**src/rtl/datapath_pipelined.sv**
```systemverilog
// datapath_pipelined: 2-stage (D: issue/PC, E: ALU/branch/writeback) datapath with stall, flush and RAW handling.
// Build option: define DP_FWD_EN to bypass the E writeback value into D instead of interlocking.
module datapath_pipelined #(
  parameter int unsigned DATA_W   = 4,
  parameter int unsigned PC_W     = 3,
  parameter int unsigned RF_DEPTH = 8,
  parameter int unsigned CONST_W  = 3,
  localparam int unsigned AW      = $clog2(RF_DEPTH)
) (
  input  logic               clk,
  input  logic               reset,
  input  logic               issue_valid,
  input  logic               stall,
  input  logic               branch,
  input  logic               reg_wr_sel,
  input  logic [DATA_W-1:0]  mem_rd,
  input  logic               alu_src_sel,
  input  logic [1:0]         alu_op,
  input  logic [AW-1:0]      rf_add1,
  input  logic [AW-1:0]      rf_add2,
  input  logic [AW-1:0]      rf_wa,
  input  logic               rf_we,
  input  logic [CONST_W-1:0] constant,
  output logic [PC_W-1:0]    pc,
  output logic [PC_W-1:0]    pc_next,
  output logic               eq,
  output logic [DATA_W-1:0]  alu_src1,
  output logic [DATA_W-1:0]  alu_src2,
  output logic [DATA_W-1:0]  alu_out,
  output logic               wb_valid,
  output logic               flush,
  output logic               hazard
);

  typedef enum logic [1:0] {OP_ADD = 2'b00, OP_SUB = 2'b01, OP_AND = 2'b10, OP_OR = 2'b11} alu_op_e;

  logic [DATA_W-1:0]  rf_q [RF_DEPTH];
  logic [PC_W-1:0]    pc_q, pc_d;

  logic               e_valid_q, e_branch_q, e_we_q, e_wrsel_q;
  alu_op_e            e_op_q;
  logic [AW-1:0]      e_wa_q;
  logic [DATA_W-1:0]  e_src1_q, e_src2_q, e_mem_q;
  logic [PC_W-1:0]    e_pc_q;
  logic [CONST_W-1:0] e_const_q;

  logic [DATA_W-1:0]  alu_res, wb_data, rd1, rd2, d_src1_d, d_src2_d;
  logic               e_wr, raw1, raw2, hz, fl, acc;

  always_comb begin
    alu_res = '0;
    unique case (e_op_q)
      OP_ADD: alu_res = e_src1_q + e_src2_q;
      OP_SUB: alu_res = e_src1_q - e_src2_q;
      OP_AND: alu_res = e_src1_q & e_src2_q;
      OP_OR:  alu_res = e_src1_q | e_src2_q;
    endcase
  end

  // Branches never write the RF, so they also never create a RAW dependency.
  assign wb_data = e_wrsel_q ? e_mem_q : alu_res;
  assign e_wr    = e_valid_q & e_we_q & ~e_branch_q;
  assign fl      = e_valid_q & e_branch_q & (e_src1_q == e_src2_q);

  assign rd1  = rf_q[rf_add1];
  assign rd2  = rf_q[rf_add2];
  assign raw1 = e_wr & (rf_add1 == e_wa_q);
  assign raw2 = e_wr & ~alu_src_sel & (rf_add2 == e_wa_q);

`ifdef DP_FWD_EN
  assign hz       = 1'b0;
  assign d_src1_d = raw1 ? wb_data : rd1;
  assign d_src2_d = alu_src_sel ? DATA_W'(constant) : (raw2 ? wb_data : rd2);
`else
  assign hz       = issue_valid & ~fl & (raw1 | raw2);
  assign d_src1_d = rd1;
  assign d_src2_d = alu_src_sel ? DATA_W'(constant) : rd2;
`endif

  assign acc = issue_valid & ~stall & ~hz & ~fl;

  always_comb begin
    pc_d = pc_q;
    if (fl)       pc_d = e_pc_q + PC_W'(e_const_q);
    else if (acc) pc_d = pc_q + PC_W'(1);
  end

  always_ff @(posedge clk) begin
    if (reset) begin
      pc_q       <= '0;
      e_valid_q  <= 1'b0;
      e_branch_q <= 1'b0;
      e_we_q     <= 1'b0;
      e_wrsel_q  <= 1'b0;
      e_op_q     <= OP_ADD;
      e_wa_q     <= '0;
      e_src1_q   <= '0;
      e_src2_q   <= '0;
      e_mem_q    <= '0;
      e_pc_q     <= '0;
      e_const_q  <= '0;
      for (int unsigned i = 0; i < RF_DEPTH; i++) rf_q[i] <= '0;
    end else begin
      pc_q      <= pc_d;
      e_valid_q <= acc;
      if (acc) begin
        e_branch_q <= branch;
        e_we_q     <= rf_we;
        e_wrsel_q  <= reg_wr_sel;
        e_op_q     <= alu_op_e'(alu_op);
        e_wa_q     <= rf_wa;
        e_src1_q   <= d_src1_d;
        e_src2_q   <= d_src2_d;
        e_mem_q    <= mem_rd;
        e_pc_q     <= pc_q;
        e_const_q  <= constant;
      end
      if (e_wr) rf_q[e_wa_q] <= wb_data;
    end
  end

  // eq is qualified by E.valid so an empty E stage (incl. just after reset) reports 0.
  assign pc       = pc_q;
  assign pc_next  = reset ? '0 : pc_d;
  assign eq       = e_valid_q & (e_src1_q == e_src2_q);
  assign alu_src1 = e_src1_q;
  assign alu_src2 = e_src2_q;
  assign alu_out  = alu_res;
  assign wb_valid = e_valid_q;
  assign flush    = fl;
  assign hazard   = hz;

endmodule

```
**config.mk**
```make
export PLATFORM = sky130hd
export DESIGN_NAME = datapath_pipelined
export DESIGN_NICKNAME = d
export VERILOG_FILES = /design/src/rtl/datapath_pipelined.sv
export SDC_FILE = /design/constraint.sdc
export NUM_CORES = 1
export LEC_CHECK = 0
export ABC_AREA = 1
export CAP_MARGIN = 5
export CORE_MARGIN = 1.5
export CORE_UTILIZATION = 45
export DETAILED_ROUTE_END_ITERATION = 12
export GPL_TIMING_DRIVEN = 0
export MAX_ROUTING_LAYER = met4
export PLACE_DENSITY = 0.75
export SKIP_CTS_REPAIR_TIMING = 1
export SYNTH_ARGS = -nofsm -noshare
export SYNTH_HDL_FRONTEND = slang
export SYNTH_SLANG_ARGS = --single-unit
```
**constraint.sdc**
```tcl
create_clock -name clk -period 2.6 [get_ports clk]
set_input_delay 0.52 -clock clk [delete_from_list [all_inputs] [get_ports clk]]
set_output_delay 0.52 -clock clk [all_outputs]
set_load 0.01 [all_outputs]
```
==> results of run 1 <==
metrics by stage:
stage	setup slack, ns	hold slack (ns)
after CTS	-0.742	0.459
after global routing	-0.129	0.494
after global placement	-0.685	0.439
after detailed placement	-0.654	0.448
after floorplan	0.325	0.429
final	-0.0248	0.456
sequential cells by signal (all words and copies together), names as in the netlist:
name / cells
rf_q: 32
alu_src1: 4
alu_src2: 4
e_mem_q: 4
e_const_q: 3
e_pc_q: 3
e_wa_q: 3
pc: 3
e_op_q: 2
e_branch_q: 1
e_we_q: 1
e_wrsel_q: 1
wb_valid: 1
worst min path at each step:
stage / startpoint / endpoint / slack [ns] / cells after the start
floorplan: e_mem_q[3]$_SDFFE_PP0N_ / e_mem_q[3]$_SDFFE_PP0N_ / 0.43 / 2
global placement: e_mem_q[3]$_SDFFE_PP0N_ / e_mem_q[3]$_SDFFE_PP0N_ / 0.44 / 2
detailed placement: e_mem_q[0]$_SDFFE_PP0N_ / e_mem_q[0]$_SDFFE_PP0N_ / 0.45 / 2
CTS: e_mem_q[0]$_SDFFE_PP0N_ / e_mem_q[0]$_SDFFE_PP0N_ / 0.46 / 2
global route: e_mem_q[2]$_SDFFE_PP0N_ / e_mem_q[2]$_SDFFE_PP0N_ / 0.49 / 2
finish: e_mem_q[2]$_SDFFE_PP0N_ / e_mem_q[2]$_SDFFE_PP0N_ / 0.46 / 2
worst register-to-register path, cell delays in order (launching register included):
cell	delay, ns
dfxtp_2	0.34
inv_1	0.07
ha_1	0.22
fa_1	0.48
nor2_1	0.05
a211o_1	0.30
o21ai_2	0.50
nor2_1	0.09
synth_stat cells, types with 2 or more instances:
cell | instances | area share [%]
nand2_1 | 134 | 14
nor2_1 | 70 | 7.2
inv_1 | 55 | 5.7
a21oi_1 | 40 | 5.5
edfxtp_1 | 32 | 26
nand3_1 | 31 | 4.3
dfxtp_1 | 30 | 16
o21ai_0 | 28 | 3.8
ha_1 | 13 | 4.5
buf_2 | 7 | 0.96
o211ai_1 | 6 | 1.2
clkbuf_1 | 5 | 0.51
inv_2 | 5 | 0.51
o21ai_1 | 5 | 0.69
nand4_1 | 4 | 0.69
xnor2_1 | 4 | 0.96
buf_6 | 3 | 0.93
fa_1 | 3 | 1.6
o21ai_2 | 3 | 0.72
and3_1 | 2 | 0.34
buf_1 | 2 | 0.21
nand2_2 | 2 | 0.34
nand3_4 | 2 | 0.96
cell type report:
type                            count  area, µm²  area share [%]
Multi-Input combinational cell    354       1820            40.0
Sequential cell                    62       1580            34.6
Timing Repair Buffer               54        541            11.8
Inverter                           60        225            4.94
Clock buffer                       11        131            2.88
Tap cell                          102        128            2.80
Buffer                             18        109            2.39
Clock inverter                      5       26.3           0.576
cell families (layout without fill, tap and decap cells):
family	count (synthesis)	after routing	share of synthesized area, %
xor gates and xnor gates	5	5	1.20
buffers and inverters	78	148	8.99
DFF	62	62	42.8
AOI/OAI and AO/OA	84	84	12.4
adders and majority gates	16	16	6.11
and+or+nand+nor	249	249	28.5
per-layer routing:
layer | vias up | GRT usage [%] | part of all wire [%]
met3 | 20 | 3.74 | 7.2
li1 | 1733 | - | -
met4 | 0 | 10.6 | 2.6
met5 | - | - | 0
met2 | 154 | 39.1 | 46
met1 | 1617 | 34.1 | 44
power by group:
part / internal, W / switching (W)
clock network: 0.000340 / 0.000377
registers: 0.00107 / 0.0000369
logic: 0.000203 / 0.000301
==> flow_summary_export.csv, run 1 <==
group,metric,value,unit
status,status,"finished with violations",
status,violations,"setup timing",
finish,fillers,747,
finish,nets,601,
synth,avgSynthCellArea,7.38,µm²
place,place_area,4250,µm²
drt,drc_errors,0,
synth,yosys_most_used_dff,"edfxtp_1",
finish,antenna_cells,0,
cts,numCtsBuffers,9,
synth,synth-edff-count,32,
grt,antenna_found_initial,0,
timing,skew,0.00977,ns
setup_path,path_common_cell,"buf_2",
timing,fmax,381,MHz
drt,ant_nets,0,
synth,async_flop_share,0,%
timing,slew_viol_final,0,
grt,grt_usage,25.6,%
finish,final_util,58.7,%
cts,path_clk_slew,0.07,ns
hold_path,hold_class,"reg -> reg",
setup_path,crit_type,"in -> out",
floorplan,die_w,93.0,µm
grt,grt_pass1_vias,3294,
cts,numClockSinks,62,
place,place_hpwl,7.65,mm
setup_path,cp-start-kind,"input pin",
timing,period_minus_slack,2.62,ns
finish,drive_gt1_share,13.1,%
place,dp_cells,643,
finish,layout_commonest_cell,"nand2_1",
cts,tritoncts,"built",
setup_path,r2r-start,"alu_src1[0]$_SDFFE_PP0N_",
setup_path,critPathCaptureType,"output pin",
timing,worstMarginPinSlew,0.998,ns
setup_path,path_delay_family,"buffers and inverters",
place,port_buffers,47,
synth,ys_ff_latch,62,
floorplan,die_h,93.0,µm
timing,fin_ws,-0.0248,ns
floorplan,start_util,47.0,%
drt,via_per_inst,5.29,
setup_path,cp_cell_sequence,"clkdlybuf4s50_1 -> inv_1 -> clkbuf_1 -> buf_2 -> nand2_1 -> a21oi_2 -> buf_2",
drt,drt-wirelength-per-cell,15.7,µm
synth,ys_seq_area_share,42.8,%
finish,fin_area,4560,µm²
setup_path,r2r-end,"rf_q[2][1]$_SDFFCE_PN0P_",
setup_path,r2r_cells,7,
cts,clk_latency,0.34,ns
finish,final_cell_mix,"nand2_1, nor2_1, inv_1",
finish,final_cells,666,
setup_path,crit_start,"reset",
timing,max_slew_margin,33.0,%
place,gp_congestion,0.973,
setup_path,endpoint,"pc_next[2]",
drt,drt_iter0_drc,370,
setup_path,ff2ff_setup_slack,0.28,ns
timing,rsz0062_at_grt,"yes",
timing,tns,-0.0280,ns
timing,hold_viol,0,
drt,via_count,3524,
setup_path,crit_cells,7,
floorplan,num_rows,32,
synth,syn-cell-area,3650,µm²
grt,grt_pass1_wl,16.4,mm
synth,yosysUniqueCellTypes,31,
finish,syn_to_final_growth,25.1,%
power,leakage,2.11,nW
floorplan,die-area,8650,µm²
job,maxCapViolCount,0,
timing,setup_violations,2,
setup_path,slowest_delay,0.44,ns
power,finalPower,0.00233,W
power,peakVddDrop,292,µV
grt,grt_start_max_net_pins,12,
setup_path,worst-path-buf-inv,5,
floorplan,core_area,7770,µm²
timing,finalCritPeriodShare,101,%
cts,root_buffer,"clkbuf_8",
cts,htreeDepth,3,
drt,dr.pass1.iters,5,
cts,clockBufferDepth,2,
setup_path,cp_max_fo,10,
grt,grt_overflow,0,
power,power.density,510,nW/µm²
synth,synthCells,494,
synth,yosys_warnings,0,
setup_path,worstPathArrival,2.10,ns
setup_path,cp.required,2.08,ns
synth,syn_nets,536,
drt,wl,10.5,mm
setup_path,cp_slowest_cell,"clkdlybuf4s50_1",
floorplan,io-pin-count,48,
Power figures use the tool's default switching activity.
==> inputs of run 2 (changes only) <==
--- a/config.mk
+++ b/config.mk
@@ -9,6 +9,7 @@
 export CAP_MARGIN = 5
 export CORE_MARGIN = 1.5
 export CORE_UTILIZATION = 45
+export CTS_CLUSTER_SIZE = 14
 export DETAILED_ROUTE_END_ITERATION = 12
 export GPL_TIMING_DRIVEN = 0
 export MAX_ROUTING_LAYER = met4
==> results of run 2 <==
Final layout, timing and power as in run 1 (identical DEF).
==> inputs of run 3 (changes only) <==
--- a/config.mk
+++ b/config.mk
@@ -7,7 +7,6 @@
 export LEC_CHECK = 0
 export ABC_AREA = 1
 export CAP_MARGIN = 5
-export CORE_MARGIN = 1.5
 export CORE_UTILIZATION = 45
 export CTS_CLUSTER_SIZE = 14
 export DETAILED_ROUTE_END_ITERATION = 12
==> flow_summary_export.csv, run 3 (synthesis results as in run 1) <==
group,metric,value,unit
status,status,"complete, no violations",
power,p_sw,0.000723,W
setup_path,cp-start-kind,"flip-flop",
finish,layout_commonest_cell,"nand2_1",
drt,drt-wirelength-per-cell,16.3,µm
finish,top_register,"rf_q",
timing,setup_violations,0,
timing,hold_viol,0,
power,p_clk_share,30.9,%
floorplan,io-pin-count,48,
place,gp_congestion,0.958,
setup_path,cp_cell_sequence,"inv_2 -> ha_4 -> buf_6 -> nor2_4 -> nand3_4 -> nand2_4 -> nor2_4 -> nand3_4 -> nand2_1 -> nand2_1 -> a21oi_2 -> buf_2",
power,share_seq_of_total_power,46.5,%
grt,grt_start_max_net_pins,11,
floorplan,core_area,7770,µm²
floorplan,die-area,8470,µm²
timing,slew_viol_final,0,
power,leakage,2.17,nW
drt,ant_nets,0,
cts,root_buffer,"clkbuf_8",
drt,drc_errors,0,
timing,max_slew_margin,33.0,%
finish,drive_gt1_share,16.0,%
floorplan,num_rows,32,
setup_path,r2r-start,"alu_src1[0]$_SDFFE_PP0N_",
cts,numClockSinks,62,
drt,drt_iter0_drc,284,
power,intPower,0.00166,W
timing,fmax,389,MHz
power,p_comb_share,22.6,%
cts,numCtsBuffers,9,
power,power.density,509,nW/µm²
drt,via_count,3506,
drt,via_per_inst,5.18,
cts,path_clk_slew,0.07,ns
hold_path,holdPathStages,2,
cts,htreeDepth,3,
setup_path,worstPathArrival,2.05,ns
timing,worstMarginPinSlew,0.999,ns
cts,tritoncts,"built",
finish,largest_reg_flops,32,
finish,syn_to_final_growth,28.3,%
setup_path,r2r_cells,7,
floorplan,die_h,92.0,µm
power,switching_share,30.4,%
setup_path,cp_slowest_cell,"dfxtp_2",
floorplan,start_util,47.0,%
finish,final_cells,677,
grt,grt_pass1_vias,3328,
setup_path,crit_start,"alu_src2[2]$_SDFFE_PP0N_",
grt,antenna_found_initial,0,
place,place_hpwl,7.98,mm
grt,grt_pass1_wl,17.2,mm
hold_path,min-delay-start,"e_mem_q[1]$_SDFFE_PP0N_",
setup_path,cp.required,2.08,ns
finish,fin_area,4680,µm²
setup_path,critPathCaptureType,"output pin",
cts,clk_latency,0.35,ns
job,maxCapViolCount,0,
drt,dr.pass1.iters,5,
grt,grt_usage,28.0,%
setup_path,cp_max_fo,5,
timing,tns,0,ns
timing,finalCritPeriodShare,98.8,%
finish,antenna_cells,0,
cts,clockBufferDepth,2,
power,peakVddDrop,277,µV
timing,skew,0.0107,ns
drt,wl,11.0,mm
finish,final_util,60.2,%
finish,final_cell_mix,"nand2_1, nor2_1, inv_1",
setup_path,slowest_delay,0.35,ns
place,place_area,4250,µm²
timing,period_minus_slack,2.57,ns
hold_path,hold_class,"reg -> reg",
floorplan,die_w,92.0,µm
grt,grt_overflow,0,
finish,nets,613,
finish,fillers,733,
setup_path,crit_type,"reg -> out",
place,port_buffers,47,
place,dp_cells,643,
[run 3: stage by stage]
step	setup WS (ns)	power [W]	hold slack, ns
2_1_floorplan	0.325	0.00140	0.429
3_3_place_gp	-0.712	0.00160	0.444
3_5_place_dp	-0.730	0.00160	0.448
4_1_cts	-0.740	0.00233	0.459
5_1_grt	-0.0707	0.00249	0.483
6_report	0.0324	0.00238	0.457
[run 3: power groups by stage]
stage,Combinational (W),Sequential [W],Clock [W]
2_1_floorplan,0.000273,0.00112,0
3_3_place_gp,0.000470,0.00113,0
3_5_place_dp,0.000474,0.00113,0
4_1_cts,0.000476,0.00111,0.000743
5_1_grt,0.000591,0.00111,0.000789
6_report,0.000537,0.00111,0.000736
[run 3: worst paths after layout]
kind                                    to  slack, ns
hold reg to reg    e_mem_q[1]$_SDFFE_PP0N_       0.46
setup / recovery                pc_next[0]       0.03
setup reg to reg  rf_q[6][1]$_SDFFCE_PN0P_       0.31
hold / removal     e_mem_q[1]$_SDFFE_PP0N_       0.46
[run 3: critical path, delay by kind of cell (launching register included)]
| kind | cells | cell delay [ns] |
|---|---|---|
| fa+ha+maj | 1 | 0.26 |
| buf+inv | 3 | 0.33 |
| simple gates | 7 | 0.58 |
| compound gates | 1 | 0.17 |
| flops | 1 | 0.35 |
[run 3: cell type report]
class                   instances  area, µm²  area share, %
clock buffers                  13        149           3.18
clock inverters                 2       10.0          0.214
plain buffers                  17        105           2.25
repair buffers                 67        638           13.6
flip-flops and latches         62       1580           33.8
well taps                     102        128           2.73
multi-input cells             354       1840           39.3
inverters                      60        228           4.87
[run 3: layer usage]
metal / GRT usage [%] / wire [µm] / up-vias / part of all wire [%]
li1: - / - / 1748 / -
met1: 37.5 / 5050 / 1619 / 46
met2: 42.0 / 5070 / 118 / 46
met3: 5.31 / 664 / 21 / 6.0
met4: 11.1 / 264 / 0 / 2.4
met5: - / 0 / - / 0
